[src/rtl/keypad_emulator_if.sv]
// Keypad emulator bus: key-request handshake, row/column scan lines and status.
// master = request source and scanner side, slave = the emulated keypad.
//
// Handshake: key_in is taken when key_valid && key_ready are both high at a
// rising clk edge. key_ready is high only while the emulator is idle, and
// key_valid seen while it is busy is ignored, not queued.
interface keypad_emulator_if;
    logic [3:0] key_in;
    logic       key_valid;
    logic       key_ready;
    logic [3:0] row;
    logic [3:0] col;
    logic       busy;
    logic       done;
    logic [1:0] dbg_state;

    modport master (
        output key_in, key_valid, row,
        input  key_ready, col, busy, done, dbg_state
    );

    modport slave (
        input  key_in, key_valid, row,
        output key_ready, col, busy, done, dbg_state
    );
endinterface

[src/rtl/keypad_emulator.sv]
// 4x4 matrix keypad emulator. A request presses one key for HOLD_TICKS cycles,
// then holds it released for GAP_TICKS cycles before the next request is taken.
// The pressed key pulls its column low whenever the scanner drives its row low.
// Optional feature: define KEYPAD_EMU_BOUNCE_EN to add LFSR-driven contact
// bounce over the first BOUNCE_TICKS cycles of both the press and the release.
module keypad_emulator #(
    parameter int HOLD_TICKS   = 1_000_000,
    parameter int GAP_TICKS    = 1_000_000,
    parameter int CNT_W        = 24,
    parameter int BOUNCE_TICKS = 2_000
) (
    input  logic               clk,
    input  logic               rst,
    keypad_emulator_if.slave   kp_bus
);

    typedef enum logic [1:0] {
        S_IDLE    = 2'd0,
        S_PRESS   = 2'd1,
        S_RELEASE = 2'd2
    } state_t;

    localparam logic [CNT_W-1:0] HOLD_LAST = CNT_W'(HOLD_TICKS - 1);
    localparam logic [CNT_W-1:0] GAP_LAST  = CNT_W'(GAP_TICKS - 1);

    // Bounce window must fit inside both the press and the release phases.
    if (HOLD_TICKS < 1 || GAP_TICKS < 1 ||
        BOUNCE_TICKS >= HOLD_TICKS || BOUNCE_TICKS >= GAP_TICKS) begin : g_param_check
        $error("keypad_emulator: need BOUNCE_TICKS < min(HOLD_TICKS, GAP_TICKS)");
    end

    state_t           r_state;
    state_t           w_state_nxt;
    logic [CNT_W-1:0] r_cnt;
    logic [CNT_W-1:0] w_cnt_nxt;
    logic [3:0]       r_key;
    logic [3:0]       w_key_nxt;
    logic [3:0]       r_col;
    logic [3:0]       w_col_nxt;
    logic             r_busy;
    logic             r_done;
    logic             w_done_nxt;
    logic             w_pressed;
    logic [1:0]       w_row_idx;
    logic [1:0]       w_col_idx;

    // State, counter, latched key and registered outputs.
    always_ff @(posedge clk or posedge rst) begin
        if (rst) begin
            r_state <= S_IDLE;
            r_cnt   <= '0;
            r_key   <= 4'd0;
            r_busy  <= 1'b0;
            r_done  <= 1'b0;
            r_col   <= 4'hF;
        end else begin
            r_state <= w_state_nxt;
            r_cnt   <= w_cnt_nxt;
            r_key   <= w_key_nxt;
            r_busy  <= (w_state_nxt != S_IDLE);
            r_done  <= w_done_nxt;
            r_col   <= w_col_nxt;
        end
    end

    // Next state: accept in IDLE, count out the hold, then count out the gap.
    always_comb begin
        w_state_nxt = r_state;
        w_cnt_nxt   = r_cnt;
        w_key_nxt   = r_key;
        w_done_nxt  = 1'b0;
        case (r_state)
            S_IDLE: begin
                if (kp_bus.key_valid) begin
                    w_key_nxt   = kp_bus.key_in;
                    w_cnt_nxt   = '0;
                    w_state_nxt = S_PRESS;
                end
            end
            S_PRESS: begin
                if (r_cnt == HOLD_LAST) begin
                    w_cnt_nxt   = '0;
                    w_state_nxt = S_RELEASE;
                end else begin
                    w_cnt_nxt = r_cnt + 1'b1;
                end
            end
            S_RELEASE: begin
                if (r_cnt == GAP_LAST) begin
                    w_cnt_nxt   = '0;
                    w_state_nxt = S_IDLE;
                    w_done_nxt  = 1'b1;
                end else begin
                    w_cnt_nxt = r_cnt + 1'b1;
                end
            end
            default: begin
                w_cnt_nxt   = '0;
                w_state_nxt = S_IDLE;
            end
        endcase
    end

    // Key code to matrix position; row 3 carries *, 0, #, D.
    always_comb begin
        w_row_idx = 2'd0;
        w_col_idx = 2'd0;
        case (r_key)
            4'd1:  begin w_row_idx = 2'd0; w_col_idx = 2'd0; end
            4'd2:  begin w_row_idx = 2'd0; w_col_idx = 2'd1; end
            4'd3:  begin w_row_idx = 2'd0; w_col_idx = 2'd2; end
            4'd10: begin w_row_idx = 2'd0; w_col_idx = 2'd3; end
            4'd4:  begin w_row_idx = 2'd1; w_col_idx = 2'd0; end
            4'd5:  begin w_row_idx = 2'd1; w_col_idx = 2'd1; end
            4'd6:  begin w_row_idx = 2'd1; w_col_idx = 2'd2; end
            4'd11: begin w_row_idx = 2'd1; w_col_idx = 2'd3; end
            4'd7:  begin w_row_idx = 2'd2; w_col_idx = 2'd0; end
            4'd8:  begin w_row_idx = 2'd2; w_col_idx = 2'd1; end
            4'd9:  begin w_row_idx = 2'd2; w_col_idx = 2'd2; end
            4'd12: begin w_row_idx = 2'd2; w_col_idx = 2'd3; end
            4'd14: begin w_row_idx = 2'd3; w_col_idx = 2'd0; end
            4'd0:  begin w_row_idx = 2'd3; w_col_idx = 2'd1; end
            4'd15: begin w_row_idx = 2'd3; w_col_idx = 2'd2; end
            default: begin w_row_idx = 2'd3; w_col_idx = 2'd3; end  // 13 = D
        endcase
    end

`ifdef KEYPAD_EMU_BOUNCE_EN
    localparam logic [CNT_W-1:0] BOUNCE_LIM = CNT_W'(BOUNCE_TICKS);

    logic [15:0] r_lfsr;
    logic        w_in_bounce;

    // Free-running Fibonacci LFSR, taps 16,14,13,11, supplies the bounce pattern.
    always_ff @(posedge clk or posedge rst) begin
        if (rst) begin
            r_lfsr <= 16'hACE1;
        end else begin
            r_lfsr <= {r_lfsr[14:0], r_lfsr[15] ^ r_lfsr[13] ^ r_lfsr[12] ^ r_lfsr[10]};
        end
    end

    assign w_in_bounce = (r_state != S_IDLE) && (r_cnt < BOUNCE_LIM);
    assign w_pressed   = w_in_bounce ? r_lfsr[0] : (r_state == S_PRESS);
`else
    assign w_pressed = (r_state == S_PRESS);
`endif

    // Column drive: clear the key's column bit only while its row is strobed.
    always_comb begin
        w_col_nxt = 4'hF;
        if (w_pressed && !kp_bus.row[2'd3 - w_row_idx]) begin
            w_col_nxt[w_col_idx] = 1'b0;
        end
    end

    assign kp_bus.key_ready = (r_state == S_IDLE);
    assign kp_bus.col       = r_col;
    assign kp_bus.busy      = r_busy;
    assign kp_bus.done      = r_done;
    assign kp_bus.dbg_state = r_state;

endmodule

[src/flat_wrapper.sv]
// flat-port wrapper written by rule: the top's interface ports become plain ports
module keypad_emulator_flat 
#(
    parameter int HOLD_TICKS   = 1_000_000,
    parameter int GAP_TICKS    = 1_000_000,
    parameter int CNT_W        = 24,
    parameter int BOUNCE_TICKS = 2_000
)
  (clk, rst, kp_bus_key_in, kp_bus_key_valid, kp_bus_row, kp_bus_key_ready, kp_bus_col, kp_bus_busy, kp_bus_done, kp_bus_dbg_state);
  keypad_emulator_if kp_bus_i ();
  input  logic clk;
  input  logic rst;
  input wire logic [$bits(kp_bus_i.key_in)-1:0] kp_bus_key_in;
  input wire logic [$bits(kp_bus_i.key_valid)-1:0] kp_bus_key_valid;
  input wire logic [$bits(kp_bus_i.row)-1:0] kp_bus_row;
  output wire logic [$bits(kp_bus_i.key_ready)-1:0] kp_bus_key_ready;
  output wire logic [$bits(kp_bus_i.col)-1:0] kp_bus_col;
  output wire logic [$bits(kp_bus_i.busy)-1:0] kp_bus_busy;
  output wire logic [$bits(kp_bus_i.done)-1:0] kp_bus_done;
  output wire logic [$bits(kp_bus_i.dbg_state)-1:0] kp_bus_dbg_state;
  assign kp_bus_i.key_in = kp_bus_key_in;
  assign kp_bus_i.key_valid = kp_bus_key_valid;
  assign kp_bus_i.row = kp_bus_row;
  assign kp_bus_key_ready = kp_bus_i.key_ready;
  assign kp_bus_col = kp_bus_i.col;
  assign kp_bus_busy = kp_bus_i.busy;
  assign kp_bus_done = kp_bus_i.done;
  assign kp_bus_dbg_state = kp_bus_i.dbg_state;
  keypad_emulator #(.HOLD_TICKS(HOLD_TICKS), .GAP_TICKS(GAP_TICKS), .CNT_W(CNT_W), .BOUNCE_TICKS(BOUNCE_TICKS)) u_core (.clk(clk), .rst(rst), .kp_bus(kp_bus_i));
endmodule
[config.mk]
export PLATFORM = sky130hd
export DESIGN_NAME = keypad_emulator_flat
export DESIGN_NICKNAME = d
export VERILOG_FILES = /design/src/rtl/keypad_emulator_if.sv /design/src/rtl/keypad_emulator.sv /design/src/flat_wrapper.sv
export SDC_FILE = /design/constraint.sdc
export NUM_CORES = 1
export LEC_CHECK = 0
export BUFFER_PORTS_ARGS = -buffer_cell sky130_fd_sc_hd__buf_2
export CAP_MARGIN = 5
export CORE_MARGIN = 2
export CORE_UTILIZATION = 30
export DETAILED_ROUTE_END_ITERATION = 8
export PLACE_DENSITY = 0.56
export SETUP_SLACK_MARGIN = 0.3
export SLEW_MARGIN = 20
export SYNTH_ARGS = -nofsm -noshare
export SYNTH_HDL_FRONTEND = slang
export SYNTH_SLANG_ARGS = --single-unit
[constraint.sdc]
create_clock -name clk -period 2.2 [get_ports clk]
set_input_delay 0.66 -clock clk [delete_from_list [all_inputs] [get_ports clk]]
set_output_delay 0.66 -clock clk [all_outputs]
set_load 0.02 [all_outputs]
==> qor.yml <==
drc: 0
clock.fmax_ghz: 0.544
rows: 29
yosysMostFrequentCell: "dfrtp_1"
postSynthCellCount: 210
io_pins: 20
cts_buffer_depth: 2
ys_top_cells_by_area: "dfrtp_1 40%, xnor2_1 8.3%, dfstp_2 5.3%, nor2_1 4.3%, nand2_1 3.2%"
grt_usage_pct: 12.2
multiInputGateArea_sq_mm: 0.00106
diodes: 0
ys_warn_count: 0
cts.sinks: 36
dr.pass1.iters: 4
wl_per_cell_microns: 13.0
synth-edff-count: 0
cts_tree: "yes"
worstSetupPathType: "register to register"
dp_hpwl_mm: 2.87
finalCritPeriodShare_pct: 83.6
power.total_uw: 2200
period_minus_slack_ns: 1.84
critPathLaunchType: "register"
viasPerCell: 5.00
core_area_sq_mm: 0.00639
min_path_type: "primary input to async pin"
synth_common_cells: "32 x dfrtp_1, 23 x nor2_1, 19 x xnor2_1, 17 x nand2_1, 12 x inv_1"
io_buffers: 19
drt_iter0_drc: 73
power_density_mw_per_mm2: 927
h-tree-depth: 2
peakVddDrop_v: 0.000745
grt_overflow: 0
postCtsHoldBufs: 0
synthArstFlopShare_pct: 100
layout.nets: 252
regArea_sq_um: 908
critPathArrivalTime_ns: 2.01
routabilityCongestion: 0.815
tns_ns: 0
syn-num-nets: 226
seq_area_frac_synth_pct: 45.2
grt_pass1_vias: 1479
die_h_microns: 85.7
grt_max_degree: 25
synthDistinctLibCells: 42
crit_slowest_cell: "or3_2"
status: "complete, no violations"
path_delay_family: "simple AND/OR/NAND/NOR gates"
avgSynthCellArea_sq_um: 9.53
crit_required_ns: 2.37
worst-path-max-fanout: 7
maxSlewHeadroom_pct: 61.8
worstMarginPinSlew_ns: 0.572
rsz0062_at_grt: "true"
layout-drive-gt1-share_pct: 26.2
cts_root_buf: "clkbuf_8"
grt_pass1_wl_mm: 7.18
ant_nets: 0
slowest_delay_ns: 0.51
yosysTopAreaCellShare_pct: 40.0
maxCapViolCount: 0
die_w_microns: 85.7
yosys.area.top_type: "dfrtp_1"
worst-path-buf-inv: 1
finalSetupViolCount: 0
leakage_uw: 0.000972
die-area_sq_mm: 0.00734
nFillCells: 664
syn_to_final_growth_pct: 18.2
clk_pin_slew_ns: 0.07
cts_buffers: 5
skew_ns: 0.0105
cp-end-kind: "register"
drt-total-wl_mm: 4.09
start_util_pct: 31.3
antenna_found_initial: 0
finalHoldViolations: 0
ys.flop_type: "dfrtp_1"
syn-cell-area_sq_mm: 0.00200
vias: 1569
slew_viol_final: 0
clkLatencyLatePin_ns: 0.29
crit_path_cell_trace: "inv_2 > ha_4 > nor2b_4 > or3_2 > nor3_1 > xnor2_1 > nor2_1"
fin_util_pct: 37.1
ys_ff_latch: 36
==> report_power, final <==
group | leakage (uW) | internal [uW] | switching [uW]
clock network | 0.0000422 | 222 | 224
logic | 0.000460 | 368 | 431
registers | 0.000470 | 789 | 161
total | 0.000972 | 1380 | 816
==> area by class of cell <==
class	instances	area share, %
repair buffers	26	7.29
well taps	77	4.07
inverters	12	1.90
multi-input cells	155	44.9
clock buffers	7	3.22
flip-flops and latches	36	38.4
clock inverters	1	0.211
==> through the flow <==
stage / area [sq um] / setup WS [ns] / cells / hold slack (ns)
3_3_place_gp: 2240 / 0.207 / 303 / 0.498
4_1_cts: 2330 / 0.338 / 311 / 0.437
6_report: 2370 / 0.361 / 314 / 0.418
3_5_place_dp: 2240 / 0.197 / 303 / 0.498
2_1_floorplan: 2030 / 0.337 / 210 / 0.468
5_1_grt: 2370 / 0.278 / 314 / 0.463
==> per-layer routing <==
metal | part of all wire [%] | up-vias | global-route usage, %
met3 | 2.8 | 5 | 2.60
li1 | - | 773 | -
met4 | 1.9 | 0 | 5.19
met5 | 0 | - | 0
met2 | 46 | 22 | 18.4
met1 | 50 | 769 | 17.0
==> registers in the layout, indices dropped and copies added, names as in the netlist <==
register and flops:
u_core.kp_bus.busy 1, u_core.kp_bus.col 4, u_core.kp_bus.dbg_state 2, u_core.kp_bus.done 1
u_core.r_cnt 24, u_core.r_key 4
==> kinds of logic (layout without fill, tap and decap cells) <==
group                    count (synthesis)  count (layout)  share of synthesized area [%]
XOR/XNOR                                21              21                           9.19
buffers and inverters                   20              46                           4.62
flip-flops                              36              36                           45.3
AND/OR/NAND/NOR                         97              98                           27.3
multiplexers                             4               4                           2.25
AO/OA/AOI/OAI                           27              27                           8.25
adder cells (fa/ha/maj)                  5               5                           3.13
==> worst paths after layout <==
path,end,from,slack (ns),cells after the start
worst max-delay path,u_core.r_cnt[18],u_core.kp_bus.dbg_state[0],0.36,7
worst min-delay path,u_core.r_key[2],rst,0.42,2
worst max register to register,u_core.r_cnt[18],u_core.kp_bus.dbg_state[0],0.36,7
worst min register to register,u_core.r_cnt[1],u_core.r_cnt[1],0.52,2
max in group asynchronous,u_core.kp_bus.col[2],rst,1.18,3
min in group clk,u_core.r_cnt[1],u_core.r_cnt[1],0.52,2
==> placed cells by master, fill, tap and decap left out, drive strengths merged, types with 3 or more instances in the layout <==
master	netlist	layout
nand4	4	4
xnor2	19	19
a21oi	6	6
nor4	7	7
mux2	4	4
nor3	9	9
nand3	12	12
dfstp	4	4
o21ai	11	11
dfrtp	32	32
nand2	17	17
nor2b	3	3
or3	2	3
nand2b	5	5
nor2	25	25
nand3b	3	3
inv	12	12
clkbuf	4	7
and3	4	4
ha	5	5
buf	4	26
==> worst reg2reg max path, cell delays in order (launching register included) <==
cell and delay [ns]:
dfrtp_2 0.39, inv_2 0.06, ha_4 0.17, nor2b_4 0.15, or3_2 0.51, nor3_1 0.24, xnor2_1 0.15, nor2_1 0.05
==> what timing repair did <==
item / CTS / global route
buffers inserted: 0 / 2
gates resized for setup: 1 / 5
endpoints found under the hold margin: 0 / 0
setup endpoints to repair: 7 / 23
gates cloned: 0 / 1
pin swaps: 0 / 2
(Power assumes the default switching activity.)
